[src/rtl/hazard_ctrl_if.sv]
// Hazard-controller bundle: pipeline register indices and memory handshake toward the
// controller, stage enables/clears and forwarding selects back to the datapath.
interface hazard_ctrl_if #(
  parameter int unsigned REGISTER_ADDRESS_WIDTH = 5
);
  logic [REGISTER_ADDRESS_WIDTH-1:0] Rs1D, Rs2D, Rs1E, Rs2E, RdE, RdM, RdW;
  logic                              RegWriteM, RegWriteW;
  logic [1:0]                        ResultSrcE, PCSrcE;
  logic                              MemReqM, MemReadyM;
  logic [1:0]                        ForwardAE, ForwardBE;
  logic                              en_fetch, en_decode, en_execute, en_memory, en_writeback;
  logic                              CLR_decode, CLR_execute;
  logic                              MemBusy, MemErr;

  // Datapath side.
  modport master (
    output Rs1D, Rs2D, Rs1E, Rs2E, RdE, RdM, RdW, RegWriteM, RegWriteW,
    output ResultSrcE, PCSrcE, MemReqM, MemReadyM,
    input  ForwardAE, ForwardBE, en_fetch, en_decode, en_execute, en_memory, en_writeback,
    input  CLR_decode, CLR_execute, MemBusy, MemErr
  );

  // Controller side.
  modport slave (
    input  Rs1D, Rs2D, Rs1E, Rs2E, RdE, RdM, RdW, RegWriteM, RegWriteW,
    input  ResultSrcE, PCSrcE, MemReqM, MemReadyM,
    output ForwardAE, ForwardBE, en_fetch, en_decode, en_execute, en_memory, en_writeback,
    output CLR_decode, CLR_execute, MemBusy, MemErr
  );
endinterface

[src/rtl/hazard_ctrl.sv]
// Five-stage RV32I hazard/stall controller with data-memory wait FSM and watchdog.
// Define HAZARD_PERF_CNT_EN to add the StallCycles/FlushCount performance counters.
module hazard_ctrl #(
  parameter int unsigned REGISTER_ADDRESS_WIDTH = 5,
  parameter int unsigned MEM_TIMEOUT            = 255
) (
  input logic          clk,
  input logic          rst,
  hazard_ctrl_if.slave hz
`ifdef HAZARD_PERF_CNT_EN
  ,
  output logic [31:0]  StallCycles,
  output logic [31:0]  FlushCount
`endif
);

  typedef enum logic [1:0] {StRun, StMemWait, StResume} state_e;

  localparam logic [7:0] TimeoutLast = 8'(MEM_TIMEOUT - 1);

  state_e     state_q, state_d;
  logic [7:0] cnt_q, cnt_d;
  logic       err_q, err_d;
  logic       lw_stall, redirect, freeze, busy;
  logic       en_fetch, en_decode, en_execute, en_memory, en_writeback;
  logic       clr_decode, clr_execute;

  function automatic logic [1:0] fwd_sel(
    input logic [REGISTER_ADDRESS_WIDTH-1:0] rs,
    input logic                              we_m,
    input logic [REGISTER_ADDRESS_WIDTH-1:0] rd_m,
    input logic                              we_w,
    input logic [REGISTER_ADDRESS_WIDTH-1:0] rd_w
  );
    if (we_m && (rd_m != '0) && (rd_m == rs)) return 2'b10;
    if (we_w && (rd_w != '0) && (rd_w == rs)) return 2'b01;
    return 2'b00;
  endfunction

  assign hz.ForwardAE = fwd_sel(hz.Rs1E, hz.RegWriteM, hz.RdM, hz.RegWriteW, hz.RdW);
  assign hz.ForwardBE = fwd_sel(hz.Rs2E, hz.RegWriteM, hz.RdM, hz.RegWriteW, hz.RdW);

  assign redirect = (hz.PCSrcE != 2'b00);
  assign lw_stall = (hz.ResultSrcE == 2'b01) && (hz.RdE != '0) &&
                    ((hz.RdE == hz.Rs1D) || (hz.RdE == hz.Rs2D));

  always_comb begin
    state_d = state_q;
    cnt_d   = cnt_q;
    err_d   = err_q;
    freeze  = 1'b0;
    busy    = 1'b0;
    case (state_q)
      StRun: begin
        // Freeze in the same cycle the miss is seen so the access never leaves memory stage.
        if (hz.MemReqM && !hz.MemReadyM) begin
          freeze  = 1'b1;
          state_d = StMemWait;
        end
      end
      StMemWait: begin
        freeze = 1'b1;
        busy   = 1'b1;
        cnt_d  = cnt_q + 8'd1;
        if (hz.MemReadyM) begin
          state_d = StResume;
        end else if (cnt_q == TimeoutLast) begin
          state_d = StResume;
          err_d   = 1'b1;
        end
      end
      StResume: begin
        state_d = StRun;
        cnt_d   = '0;
      end
      default: state_d = StRun;
    endcase

    en_fetch     = 1'b1;
    en_decode    = 1'b1;
    en_execute   = 1'b1;
    en_memory    = 1'b1;
    en_writeback = 1'b1;
    clr_decode   = 1'b0;
    clr_execute  = 1'b0;
    if (rst) begin
      clr_decode  = 1'b1;
      clr_execute = 1'b1;
    end else if (freeze) begin
      en_fetch     = 1'b0;
      en_decode    = 1'b0;
      en_execute   = 1'b0;
      en_memory    = 1'b0;
      en_writeback = 1'b0;
    end else if (redirect) begin
      clr_decode  = 1'b1;
      clr_execute = 1'b1;
    end else if (lw_stall) begin
      en_fetch    = 1'b0;
      en_decode   = 1'b0;
      clr_execute = 1'b1;
    end
  end

  always_ff @(posedge clk) begin
    if (rst) begin
      state_q <= StRun;
      cnt_q   <= '0;
      err_q   <= 1'b0;
    end else begin
      state_q <= state_d;
      cnt_q   <= cnt_d;
      err_q   <= err_d;
    end
  end

  assign hz.en_fetch     = en_fetch;
  assign hz.en_decode    = en_decode;
  assign hz.en_execute   = en_execute;
  assign hz.en_memory    = en_memory;
  assign hz.en_writeback = en_writeback;
  assign hz.CLR_decode   = clr_decode;
  assign hz.CLR_execute  = clr_execute;
  assign hz.MemBusy      = busy & ~rst;
  assign hz.MemErr       = err_q & ~rst;

`ifdef HAZARD_PERF_CNT_EN
  logic [31:0] stall_q, flush_q;

  always_ff @(posedge clk) begin
    if (rst) begin
      stall_q <= '0;
      flush_q <= '0;
    end else begin
      if (!en_fetch) stall_q <= stall_q + 32'd1;
      if (redirect && (state_q != StMemWait)) flush_q <= flush_q + 32'd1;
    end
  end

  assign StallCycles = stall_q;
  assign FlushCount  = flush_q;
`endif

endmodule

[src/flat_wrapper.sv]
// flat-port wrapper written by rule: the top's interface ports become plain ports
module hazard_ctrl_flat 
#(
  parameter int unsigned REGISTER_ADDRESS_WIDTH = 5,
  parameter int unsigned MEM_TIMEOUT            = 255
)
  (clk, rst, hz_Rs1D, hz_Rs2D, hz_Rs1E, hz_Rs2E, hz_RdE, hz_RdM, hz_RdW, hz_RegWriteM, hz_RegWriteW, hz_ResultSrcE, hz_PCSrcE, hz_MemReqM, hz_MemReadyM, hz_ForwardAE, hz_ForwardBE, hz_en_fetch, hz_en_decode, hz_en_execute, hz_en_memory, hz_en_writeback, hz_CLR_decode, hz_CLR_execute, hz_MemBusy, hz_MemErr);
  hazard_ctrl_if #(.REGISTER_ADDRESS_WIDTH(REGISTER_ADDRESS_WIDTH)) hz_i ();
  input logic clk;
  input logic rst;
  input wire logic [$bits(hz_i.Rs1D)-1:0] hz_Rs1D;
  input wire logic [$bits(hz_i.Rs2D)-1:0] hz_Rs2D;
  input wire logic [$bits(hz_i.Rs1E)-1:0] hz_Rs1E;
  input wire logic [$bits(hz_i.Rs2E)-1:0] hz_Rs2E;
  input wire logic [$bits(hz_i.RdE)-1:0] hz_RdE;
  input wire logic [$bits(hz_i.RdM)-1:0] hz_RdM;
  input wire logic [$bits(hz_i.RdW)-1:0] hz_RdW;
  input wire logic [$bits(hz_i.RegWriteM)-1:0] hz_RegWriteM;
  input wire logic [$bits(hz_i.RegWriteW)-1:0] hz_RegWriteW;
  input wire logic [$bits(hz_i.ResultSrcE)-1:0] hz_ResultSrcE;
  input wire logic [$bits(hz_i.PCSrcE)-1:0] hz_PCSrcE;
  input wire logic [$bits(hz_i.MemReqM)-1:0] hz_MemReqM;
  input wire logic [$bits(hz_i.MemReadyM)-1:0] hz_MemReadyM;
  output wire logic [$bits(hz_i.ForwardAE)-1:0] hz_ForwardAE;
  output wire logic [$bits(hz_i.ForwardBE)-1:0] hz_ForwardBE;
  output wire logic [$bits(hz_i.en_fetch)-1:0] hz_en_fetch;
  output wire logic [$bits(hz_i.en_decode)-1:0] hz_en_decode;
  output wire logic [$bits(hz_i.en_execute)-1:0] hz_en_execute;
  output wire logic [$bits(hz_i.en_memory)-1:0] hz_en_memory;
  output wire logic [$bits(hz_i.en_writeback)-1:0] hz_en_writeback;
  output wire logic [$bits(hz_i.CLR_decode)-1:0] hz_CLR_decode;
  output wire logic [$bits(hz_i.CLR_execute)-1:0] hz_CLR_execute;
  output wire logic [$bits(hz_i.MemBusy)-1:0] hz_MemBusy;
  output wire logic [$bits(hz_i.MemErr)-1:0] hz_MemErr;
  assign hz_i.Rs1D = hz_Rs1D;
  assign hz_i.Rs2D = hz_Rs2D;
  assign hz_i.Rs1E = hz_Rs1E;
  assign hz_i.Rs2E = hz_Rs2E;
  assign hz_i.RdE = hz_RdE;
  assign hz_i.RdM = hz_RdM;
  assign hz_i.RdW = hz_RdW;
  assign hz_i.RegWriteM = hz_RegWriteM;
  assign hz_i.RegWriteW = hz_RegWriteW;
  assign hz_i.ResultSrcE = hz_ResultSrcE;
  assign hz_i.PCSrcE = hz_PCSrcE;
  assign hz_i.MemReqM = hz_MemReqM;
  assign hz_i.MemReadyM = hz_MemReadyM;
  assign hz_ForwardAE = hz_i.ForwardAE;
  assign hz_ForwardBE = hz_i.ForwardBE;
  assign hz_en_fetch = hz_i.en_fetch;
  assign hz_en_decode = hz_i.en_decode;
  assign hz_en_execute = hz_i.en_execute;
  assign hz_en_memory = hz_i.en_memory;
  assign hz_en_writeback = hz_i.en_writeback;
  assign hz_CLR_decode = hz_i.CLR_decode;
  assign hz_CLR_execute = hz_i.CLR_execute;
  assign hz_MemBusy = hz_i.MemBusy;
  assign hz_MemErr = hz_i.MemErr;
  hazard_ctrl #(.REGISTER_ADDRESS_WIDTH(REGISTER_ADDRESS_WIDTH), .MEM_TIMEOUT(MEM_TIMEOUT)) u_core (.clk(clk), .rst(rst), .hz(hz_i));
endmodule
[config.mk]
export PLATFORM = sky130hd
export DESIGN_NAME = hazard_ctrl_flat
export DESIGN_NICKNAME = d
export VERILOG_FILES = /design/src/rtl/hazard_ctrl_if.sv /design/src/rtl/hazard_ctrl.sv /design/src/flat_wrapper.sv
export SDC_FILE = /design/constraint.sdc
export NUM_CORES = 1
export LEC_CHECK = 0
export CORE_AREA = 2 2 53 55
export CTS_CLUSTER_DIAMETER = 100
export DETAILED_ROUTE_END_ITERATION = 12
export DIE_AREA = 0 0 55 57
export GPL_ROUTABILITY_DRIVEN = 0
export PLACE_DENSITY_LB_ADDON = 0.1
export SLEW_MARGIN = 20
export SYNTH_ARGS = -nofsm -noshare
export SYNTH_HDL_FRONTEND = slang
export SYNTH_SLANG_ARGS = --single-unit
[constraint.sdc]
create_clock -name clk -period 3.7 [get_ports clk]
set_input_delay 0.37 -clock clk [delete_from_list [all_inputs] [get_ports clk]]
set_output_delay 0.37 -clock clk [all_outputs]
set_load 0.01 [all_outputs]
; Word level (Yosys, flattened, before mapping)
; Index checks and enable logic that the tools add are counted.
[word_totals]
regBits = 11
latch_bits = 0
ram_bits = 0
mem_bits_ro = 0
out_inout_bits = 13
wordCells = 74
n_memories = 0
[op_classes]
add_sub_neg = 1
mul = 0
n_div = 0
n_lt_le_gt_ge = 0
n_eq_ne = 12
shifts = 0
mux = 35
bitwise_logic = 4
reduce_logical = 19
[ops]
columns = cell, n
row1 = 5-bit == test, 6
row2 = 2-bit two-way mux, 11
row3 = 1-bit two-way mux, 21
row4 = 8-bit one-hot mux with 2 select lines, 1
row5 = 5-bit nonzero test, 3
row6 = 1-bit logical AND, 9
row7 = 8-bit by 1-bit adder with 8-bit output (second input constant), 1
row8 = 8-bit == test (second input constant), 1
row9 = 2-bit by 1-bit == test with 1-bit output (second input constant), 2
row10 = 2-bit one-hot mux with 2 select lines, 1
row11 = 2-bit nonzero test, 2
row12 = 3-bit by 2-bit inequality test with 1-bit output (second input constant), 1
row13 = 3-bit AND reduction, 1
row14 = 1-bit bitwise AND, 2
row15 = 2-bit == test (second input constant), 1
row16 = 2-bit zero test, 1
row17 = 2-bit by 1-bit inequality test with 1-bit output (second input constant), 1
row18 = 1-bit NOT, 2
row19 = 1-bit one-hot mux with 2 select lines, 1
row20 = 2-bit AND reduction, 1
row21 = 1-bit zero test, 1
row22 = 1-bit logical OR, 1

; Logic depth before layout (Yosys ltp)
; Gate-level depths: netlist of run 1.
[logic_depth]
depth_word = 7
depth_mapped = 8

; Worst setup path before layout of run 1
; OpenSTA, ideal clock, no wires.
[synth_timing]
path_kind = in2out
start = in rst
end = out hz_en_fetch
arrival_time_ps = 1574
required_time_ps = 3330
slack_ps = 1756
stages = 4
cell_sequence = clkbuf_1 > or3_1 > o41a_1 > buf_4
[synth_between]
elab_chain_len = 1
[synth_rtl]
columns = item, line_no
row1 = from (decl), flat_wrapper.sv:10  ; input logic rst;
row2 = 1-bit two-way mux, n/a
row3 = to (decl), flat_wrapper.sv:26  ; output wire logic [$bits(hz_i.en_fetch)-1:0] hz_en_fetch;
; Every way passes these cells.

; Final worst setup path of run 1
[layout_timing]
start = in hz_RdM[1]
end = out hz_ForwardAE[0]
[layout_between]
elab_chain_len = 5
word_cells_on_any_way = 6
cone_classes = eq/ne: 1 / mux: 2 / reduce/logical: 3
[layout_rtl]
columns = item, line_no
row1 = from (decl), flat_wrapper.sv:16  ; input wire logic [$bits(hz_i.RdM)-1:0] hz_RdM;
row2 = 5-bit nonzero test, hazard_ctrl.sv:35  ; if (we_m && (rd_m != '0) && (rd_m == rs)) return 2'b10;
row3 = 1-bit logical AND, hazard_ctrl.sv:35
row4 = 1-bit logical AND (*), hazard_ctrl.sv:35
row5 = 1-bit two-way mux (*), hazard_ctrl.sv:35
row6 = 2-bit two-way mux (*), hazard_ctrl.sv:36  ; if (we_w && (rd_w != '0) && (rd_w == rs)) return 2'b01;
row7 = to (decl), flat_wrapper.sv:24  ; output wire logic [$bits(hz_i.ForwardAE)-1:0] hz_ForwardAE;
; Every way passes the cells marked *; elsewhere a longest branch is shown, timed or not.

==> metrics.yaml, run 1 <==
outcome:
  status: "finished, final reports clean"
die:
  core_region_area_sq_um: 2620
  initial_utilization_pct: 39.0
  ios: 58
  die_y_um: 57
  die_area_sq_um: 3140
  die-width_um: 55
  num_rows: 19
grt:
  gr-usage-met1_pct: 23.3
  grt_max_degree: 11
  grt_first_pass_wirelength_um: 4500
  grt_use_met2_pct: 33.0
  overflow: 0
  antenna_found_initial: 0
  grt_pass1_vias: 1048
  top_usage_layer: "met2"
  use_met3_pct: 3.40
  grtUsageTotal_pct: 18.8
synth:
  yosys.area.top_type_share_pct: 24.0
  synth_area_sq_um: 1020
  synth_enable_flop_cells: 0
  syn_avg_cell_area_sq_um: 7.97
  seq_area_frac_synth_pct: 21.6
  synth_async_sr_flop_share_pct: 0
  synth_cells: 128
  synth.ff_latch_count: 11
  yosys.area.top_type: "xor2_1"
  synth_cell_types: 30
  synth_nets: 178
  yosysWarnings: 0
  synthFlopType: "dfxtp_1"
  synth.area.top_cells: "xor2_1, dfxtp_1, ha_1"
flow_run:
  cap_violations: 0
place:
  postPlaceCellArea_sq_um: 1600
  io_buffers: 57
  dp_hpwl_um: 2460
power:
  power_density_nw_per_um2: 233
  max-vdd-ir-drop_mv: 0.237
  leakagePower_nw: 0.616
cts:
  cts_root_buffer: "clkbuf_4"
  cts_hold_buf: 0
  post-cts-setup-buffers: 0
  cts_tree: "done"
  ctsResizeCount: 0
  cts_sinks: 11
  cts_made_buffers: 3
  worstSkewPairLatency_ns: 0.26
  cts.path.max_buffers: 2
  clkTransAtPathRegs_ns: 0.07
  cts_htree_levels: 1
worst_setup_path:
  cp_max_fo: 3
  worst_setup_path_end_kind: "primary output"
  slowest_stage: "or4_4"
  path_class: "in -> out"
  crit_required_ns: 3.33
  cp_slowest_stage_delay_ns: 0.57
  cpMostUsedCell: "clkdlybuf4s50_1"
  start_kind: "input pin"
  path_cells: "clkdlybuf4s50_1 > or4_4 > o21ai_2 > nor4_1 > nor4_2 > clkdlybuf4s50_1"
  crit_arrival_ns: 2.50
cells_and_area:
  mostFrequentLayoutCells: "clkdlybuf4s50_1, xor2_1, nor2_1"
  fin_area_sq_um: 1630
  layout_commonest_cell: "clkdlybuf4s50_1"
  final_util_pct: 62.3
  n_antenna_cell: 0
  layout-drive-gt1-share_pct: 3.78
  nNetsFinal: 236
  multiInputGateArea_sq_um: 747
  fill_cells: 240
  area_growth_pct: 59.8
  ff_latch_area_sq_um: 220
sta:
  rsz0062_at_grt: "no"
  relSlewSlack_pct: 69.8
  skew_ns: 0.00462
  worst_slew_pin_slew_ns: 0.449
  fin_crit_ns: 2.87
  fin_crit_sh_pct: 77.6
  final-setup-viol-count: 0
  finalMaxSlewViolations: 0
  max_freq_mhz: 348
  finalHoldViolCount: 0
  setup_tns_ns: 0
routing:
  vias: 1081
  ant_nets: 0
  drc: 0
  drtPass1Iterations: 4
  first_iter_violations: 16
  routed_wl_um: 2960
  wire_per_inst_um: 13.7
  via_per_inst: 5.00
worst_hold_path:
  hold_class: "reg -> reg"
Yosys cell counts (2+ instances only):
cell	count
nor2_1	13
nand2_1	5
nand4_1	3
nor3_1	6
nand3_1	3
o21ai_0	3
inv_1	7
dfxtp_1	11
or4_1	4
ha_1	5
nor2b_1	4
or3_1	3
buf_4	3
xnor2_1	6
nor4_2	2
a21oi_1	7
nand2b_1	2
nor4_1	2
xor2_1	28
layer usage:
layer	vias up	part of all wire, %	wire length [um]
li1	555	-	-
met1	487	43	1280
met2	37	48	1430
met3	2	7.8	232
met4	0	0.44	13
met5	-	0	0
worst max-delay path: cells and delay by family:
family	cells	cell delay, ns
compound gates	1	0.14
buf+inv	2	1.06
simple gates	3	0.93
worst paths after layout:
kind,startpoint,end,slack (ns),cells after the start
setup / recovery,hz_RdM[1],hz_ForwardAE[0],0.83,6
hold / removal,u_core.err_q$_SDFFE_PP0P_,u_core.err_q$_SDFFE_PP0P_,0.48,2
setup reg to reg,u_core.state_q[0]$_SDFFE_PP0P_,u_core.cnt_q[7]$_SDFFE_PP0P_,2.11,5
hold reg to reg,u_core.err_q$_SDFFE_PP0P_,u_core.err_q$_SDFFE_PP0P_,0.48,2
power breakdown:
part	switching [mW]	internal (mW)
clock	0.0397	0.0416
combinational	0.0727	0.0941
sequential	0.00619	0.125
total	0.119	0.260
cells by family after synthesis:
logic type / synth area share, %
XOR/XNOR: 29.2
AND/OR/NAND/NOR: 27.6
buffers and inverters: 5.15
adder cells (fa/ha/maj): 6.13
AO/OA/AOI/OAI: 10.3
flip-flops: 21.6
layout make-up:
class | instances | share of cell area, %
well taps | 31 | 2.38
inverters | 7 | 1.61
clock buffers | 4 | 1.61
flip-flops and latches | 11 | 13.5
repair buffers | 57 | 35.0
multi-input cells | 106 | 45.9
metrics by stage:
stage / setup WS, ns / power, mW / hold WS [ns] / instances
after floorplan: 1.76 / 0.213 / 0.429 / 128
after global placement: 0.895 / 0.295 / 0.440 / 212
after detailed placement: 0.844 / 0.300 / 0.465 / 212
after CTS: 0.835 / 0.381 / 0.479 / 216
after global routing: 0.766 / 0.402 / 0.549 / 216
final: 0.829 / 0.379 / 0.475 / 216
state kept, by name (all words and copies together) (netlist names):
name / cells
u_core.state_q: 2
u_core.cnt_q: 8
u_core.err_q: 1
Power figures use the tool's default switching activity.
==> inputs of run 2 (changes only) <==
--- a/config.mk
+++ b/config.mk
@@ -5,10 +5,10 @@
 export SDC_FILE = /design/constraint.sdc
 export NUM_CORES = 1
 export LEC_CHECK = 0
-export CORE_AREA = 2 2 53 55
+export CORE_AREA = 2 2 58 60
 export CTS_CLUSTER_DIAMETER = 100
 export DETAILED_ROUTE_END_ITERATION = 12
-export DIE_AREA = 0 0 55 57
+export DIE_AREA = 0 0 60 62
 export GPL_ROUTABILITY_DRIVEN = 0
 export PLACE_DENSITY_LB_ADDON = 0.1
 export SLEW_MARGIN = 20
==> constraint.sdc (replaced) <==
create_clock -name clk -period 2.3 [get_ports clk]
set_input_delay 0.23 -clock clk [delete_from_list [all_inputs] [get_ports clk]]
set_output_delay 0.23 -clock clk [all_outputs]
set_load 0.01 [all_outputs]
==> run 2 against run 1 <==
- register-to-register slack got worse by 1.4 ns
- critical path type unchanged
- hold slack got worse by 0.012 ns
- largest cell class unchanged
- utilization down 6.5 points
==> metrics.yaml, run 2 (synthesized netlist as in run 1, its figures left out) <==
outcome:
  status: "finished, final reports clean"
cells_and_area:
  multiInputGateArea_sq_um: 785  # +5.0%
  top_regs: "u_core.cnt_q (8), u_core.state_q (2), u_core.err_q (1)"
  nNetsFinal: 248  # +5.1%
  ff_latch_area_sq_um: 221  # +0.57%
  regMostFlops: "u_core.cnt_q"
  fin_cells: 243  # +13%
  largest_reg_flops: 8  # unchanged
  layout_commonest_cell: "clkdlybuf4s50_1"
  layout-drive-gt1-share_pct: 12.7  # +8.9 points
  fill_cells: 306  # +28%
  n_antenna_cell: 0  # unchanged
  mostFrequentLayoutCells: "clkdlybuf4s50_1, xor2_1, nor2_1"
  area_growth_pct: 73.9
die:
  core_region_area_sq_um: 3180  # +22%
  die_area_sq_um: 3720  # +19%
  ios: 58  # unchanged
  num_rows: 21  # +2
  die_y_um: 62  # +8.8%
  die-width_um: 60  # +9.1%
  initial_utilization_pct: 32.1  # -6.9 points
sta:
  max_freq_mhz: 451
  fin_crit_ns: 2.22
  skew_ns: 0.00194  # -0.00269 ns
  finalHoldViolCount: 0  # unchanged
  fin_crit_sh_pct: 96.3
  worst_slew_pin_slew_ns: 0.371  # -0.0783 ns
  finalWorstSetupSlack_ns: 0.0846  # -0.745 ns
  final-setup-viol-count: 0  # unchanged
  rsz0062_at_grt: "no"
  relSlewSlack_pct: 75.0  # +5.2 points
  finalMaxSlewViolations: 0  # unchanged
worst_setup_path:
  start_kind: "input pin"
  crit_required_ns: 2.07  # -1.26 ns
  worst_setup_path_end_kind: "primary output"
  crit_arrival_ns: 1.99  # -0.51 ns
  cp_max_fo: 3  # unchanged
  path_class: "in -> out"
grt:
  grt_pass1_vias: 1070  # +2.1%
  overflow: 0  # unchanged
  grt_max_degree: 10  # -1
  top_usage_layer: "met2"
  gr-usage-met1_pct: 16.5  # -6.7 points
  grt_first_pass_wirelength_um: 4410  # -2.0%
  antenna_found_initial: 0  # unchanged
  grt_use_met2_pct: 31.1  # -1.9 points
  use_met3_pct: 2.28  # -1.1 points
  grtUsageTotal_pct: 15.8  # -3.0 points
power:
  max-vdd-ir-drop_mv: 0.273  # +15%
  total_power_mw: 0.625  # +65%
  leakagePower_nw: 0.730  # +19%
  power_density_nw_per_um2: 353  # +52%
routing:
  drtPass1Iterations: 4  # unchanged
  drc: 0  # unchanged
  wire_per_inst_um: 12.4  # -9.4%
  first_iter_violations: 34  # +18
  ant_nets: 0  # unchanged
  via_per_inst: 4.67  # -6.6%
  vias: 1136  # +5.1%
  routed_wl_um: 3020  # +2.0%
cts:
  cts_htree_levels: 1  # unchanged
  cts_made_buffers: 3  # unchanged
  cts.path.max_buffers: 2  # unchanged
  clkTransAtPathRegs_ns: 0.07  # about the same
  worstSkewPairLatency_ns: 0.26  # about the same
  cts_root_buffer: "clkbuf_4"
  cts_tree: "done"
  cts_sinks: 11  # unchanged
  post-cts-setup-buffers: 0  # unchanged
place:
  dp_worst_setup_slack_ns: -0.265  # -1.11 ns
  dp_cells: 239  # +13%
  dp_hpwl_um: 2560  # +4.0%
  io_buffers: 57  # unchanged
worst_hold_path:
  hold_class: "reg -> reg"
flow_run:
  cap_violations: 0  # unchanged
run 2: cell count changes in the layout (fill, tap and decap cells not counted), moves of 2 or more:
cell / change
clkdlybuf4s50_1: -9
nor4_1: -2
dlymetal6s2s_1: +4
nor4_4: +2
buf_4: +12
dlygate4sd2_1: +3
run 2: metrics by stage:
stage               hold WS [ns]  instance area, sq um  util, %  TNS (ns)
floorplan                  0.429                  1020        -         0
CTS                        0.468                  1760     55.5         0
global placement           0.443                  1710     53.8    -0.674
detailed placement         0.450                  1710     53.8    -0.976
finish                     0.463                  1770     55.8         0
global route               0.525                  1770     55.8         0
run 2: report_power, final:
part	internal [mW]	switching, mW	leakage, nW	total [mW]
clock	0.0670	0.0591	0.0150	0.126
sequential	0.201	0.0103	0.0895	0.211
combinational	0.161	0.126	0.626	0.288
total	0.429	0.196	0.730	0.625
run 2: area by class of cell:
class	instances	share of cell area, %
multi-input combinational	106	44.2
sequential	11	12.5
inverter	7	1.48
tap	46	3.25
clock buffer	4	1.48
timing repair buffer	69	37.1
run 2: final timing paths:
check,from,endpoint,slack (ns),cells after the start
worst max-delay path,hz_RdM[2],hz_ForwardBE[0],0.08,6
worst min-delay path,u_core.err_q$_SDFFE_PP0P_,u_core.err_q$_SDFFE_PP0P_,0.46,2
worst min register to register,u_core.err_q$_SDFFE_PP0P_,u_core.err_q$_SDFFE_PP0P_,0.46,2
worst max register to register,u_core.state_q[1]$_SDFFE_PP0P_,u_core.cnt_q[7]$_SDFFE_PP0P_,0.74,5
run 2: layer usage:
layer  part of all wire (%)  routed length [um]
met1                     40                1200
met2                     54                1640
met3                    4.6                 138
met4                    1.4                  42
met5                      0                   0
run 2: timing repair:
item	in CTS	in global routing
setup endpoints to repair	7	9
resized for setup	11	10
hold buffers	0	0
pin swaps	0	1
run 2: critical path, stage by stage:
cell	delay, ns
clkdlybuf4s50_1	0.47
or4_4	0.55
o21ai_4	0.21
nor4_4	0.08
nor4_2	0.27
clkbuf_2	0.17
==> inputs of run 3 (changes only) <==
==> constraint.sdc (replaced) <==
create_clock -name clk -period 2.3 [get_ports clk]
set_input_delay 0.575 -clock clk [delete_from_list [all_inputs] [get_ports clk]]
set_output_delay 0.575 -clock clk [all_outputs]
set_load 0.01 [all_outputs]
==> run 3 against run 2 <==
- the flow now finishes with violations (negative setup slack)
- sequential cell count unchanged
- power increased by 6.2%
- die area unchanged
- sequential power about the same
- utilization increased by 3.8 points
- register-to-register slack improved by 0.03 ns
- sequential share of layout area decreased by 0.73 points
- combinational power increased by 11%
- critical endpoint is now hz_ForwardAE[0]
==> metrics.yaml, run 3 (synthesized netlist as in run 1, its figures left out) <==
worst_hold_path:
  min_path_cells: 2  # unchanged
  hp-start: "u_core.err_q$_SDFFE_PP0P_"
  hold_class: "reg -> reg"
  holdPathEnd: "u_core.err_q$_SDFFE_PP0P_"
cts:
  cts_sinks: 11  # unchanged
  cts_root_buffer: "clkbuf_4"
  cts_tree: "done"
  cts.path.max_buffers: 2  # unchanged
  worstSkewPairLatency_ns: 0.27  # about the same
  cts_hold_buf: 0  # unchanged
  cts_made_buffers: 3  # unchanged
  clkTransAtPathRegs_ns: 0.07  # about the same
  cts_htree_levels: 1  # unchanged
flow_run:
  cap_violations: 0  # unchanged
sta:
  rsz0062_at_grt: "yes"
  finalHoldViolCount: 0  # unchanged
  relSlewSlack_pct: 78.7  # +3.7 points
  skew_ns: 0.00392  # +0.00198 ns
  final-setup-viol-count: 2  # +2
  max_freq_mhz: 408  # -9.5%
  fin_crit_ns: 2.45  # +0.233 ns
  finalMaxSlewViolations: 0  # unchanged
  finalWorstSetupSlack_ns: -0.148  # -0.233 ns
  hold-worst-slack_ns: 0.471  # +0.00745 ns
  fin_crit_sh_pct: 106  # +10 points
  worst_slew_pin_slew_ns: 0.317  # -0.0542 ns
grt:
  overflow: 0  # unchanged
  grt_first_pass_wirelength_um: 4670  # +5.9%
  grt_max_degree: 7  # -3
  grt_pass1_vias: 1147  # +7.2%
  grtUsageTotal_pct: 16.5  # +0.69 points
  antenna_found_initial: 0  # unchanged
cells_and_area:
  nNetsFinal: 265  # +6.9%
  layout-drive-gt1-share_pct: 39.3  # +27 points
  fin_area_sq_um: 1890  # +6.8%
  mostFrequentLayoutCells: "xor2_1, buf_4, buf_2"
  regMostFlops: "u_core.cnt_q"
  ff_latch_area_sq_um: 223  # +0.57%
  largest_reg_flops: 8  # unchanged
  fill_cells: 284  # -7.2%
  fin_cells: 260  # +7.0%
  multiInputGateArea_sq_um: 865  # +10%
  n_antenna_cell: 0  # unchanged
  final_util_pct: 59.6  # +3.8 points
  top_regs: "u_core.cnt_q (8), u_core.state_q (2), u_core.err_q (1)"
  area_growth_pct: 85.8
die:
  die_y_um: 62  # unchanged
  num_rows: 21  # unchanged
  die-width_um: 60  # unchanged
  ios: 58  # unchanged
  core_region_area_sq_um: 3180  # unchanged
  die_area_sq_um: 3720  # unchanged
  initial_utilization_pct: 32.1  # unchanged
worst_setup_path:
  rr_startpoint: "u_core.state_q[1]$_SDFFE_PP0P_"
  worst_setup_path_end_kind: "primary output"
  path_class: "in -> out"
  start_kind: "input pin"
  cp_max_fo: 2  # -1
  crit_arrival_ns: 1.87  # -0.12 ns
  r2r.worst_path.cells: 8  # +3
  worst-r2r-setup-slack_ns: 0.77  # +0.03 ns
  r2r_end: "u_core.state_q[0]$_SDFFE_PP0P_"
  crit_required_ns: 1.73  # -0.34 ns
routing:
  wire_per_inst_um: 12.1  # -2.3%
  route.met2.wl_um: 1430  # -13%
  drtPass1Iterations: 4  # unchanged
  top_layer_used: "met4"
  via_per_inst: 4.62  # -1.2%
  drc: 0  # unchanged
  first_iter_violations: 29  # -15%
  wl_met1_um: 1460  # +22%
  wl_met3_um: 206  # +49%
  vias: 1201  # +5.7%
  ant_nets: 0  # unchanged
  routed_wl_um: 3150  # +4.5%
power:
  max-vdd-ir-drop_mv: 0.379  # +39%
  total_power_mw: 0.664  # +6.2%
  leakagePower_nw: 0.855  # +17%
  power_density_nw_per_um2: 350  # -0.61%
outcome:
  violations: "negative setup slack"
  status: "complete, but fails checks"
place:
  dp_hpwl_um: 2600  # +1.9%
  postPlaceCellArea_sq_um: 1820  # +6.6%
  dp_cells: 254  # +6.3%
  io_buffers: 57  # unchanged
## run 3: cell count changes in the layout (fill, tap and decap cells not counted), sizes merged
cell | previous run | this run
clkdlybuf4s50 | 48 | 5
buf | 13 | 50
clkdlybuf4s15 | 0 | 16
dlygate4sd2 | 3 | 9
clkbuf | 5 | 7
dlymetal6s2s | 4 | 3
## run 3: worst max path at each step
stage,startpoint,end,cells after the start
after floorplan,hz_RdM[1],hz_ForwardAE[0],4
after global placement,hz_RdM[1],hz_ForwardBE[0],6
after detailed placement,hz_RdM[1],hz_ForwardBE[0],6
after CTS,hz_RdW[0],hz_ForwardAE[0],6
after global routing,hz_RdM[1],hz_ForwardAE[0],6
final,hz_RdM[2],hz_ForwardAE[0],6
## run 3: area by class of cell
class | instances | area share, %
Inverter | 7 | 1.39
Clock buffer | 4 | 1.39
Tap cell | 46 | 3.04
Timing Repair Buffer | 86 | 36.8
Multi-Input combinational cell | 106 | 45.6
Sequential cell | 11 | 11.8
## run 3: per-layer routing
metal,vias up,global-route usage [%]
met5,-,0
met4,0,6.67
met3,7,2.07
met2,37,27.3
met1,545,21.8
li1,612,-
## run 3: critical path, stage by stage
cell	delay (ns)
buf_2	0.11
or4_4	0.52
o21ai_4	0.19
nor4_4	0.05
nor4_2	0.26
buf_2	0.17
## run 3: metrics by stage
step | TNS, ns | setup WS [ns]
4_1_cts | -0.313 | -0.168
3_5_place_dp | -7.39 | -0.881
6_report | -0.284 | -0.148
5_1_grt | -0.523 | -0.206
2_1_floorplan | 0 | 0.0230
3_3_place_gp | -7.18 | -0.866
## run 3: report_power, final
group	internal [mW]	total (mW)	switching, mW
logic	0.174	0.320	0.146
clock network	0.0673	0.133	0.0660
registers	0.201	0.210	0.00869
total	0.443	0.664	0.221
## run 3: what timing repair did
item | CTS | global route
pin swaps | 24 | 24
gates resized for setup | 141 | 31
buffers inserted | 2 | 0
setup endpoints to repair | 13 | 12
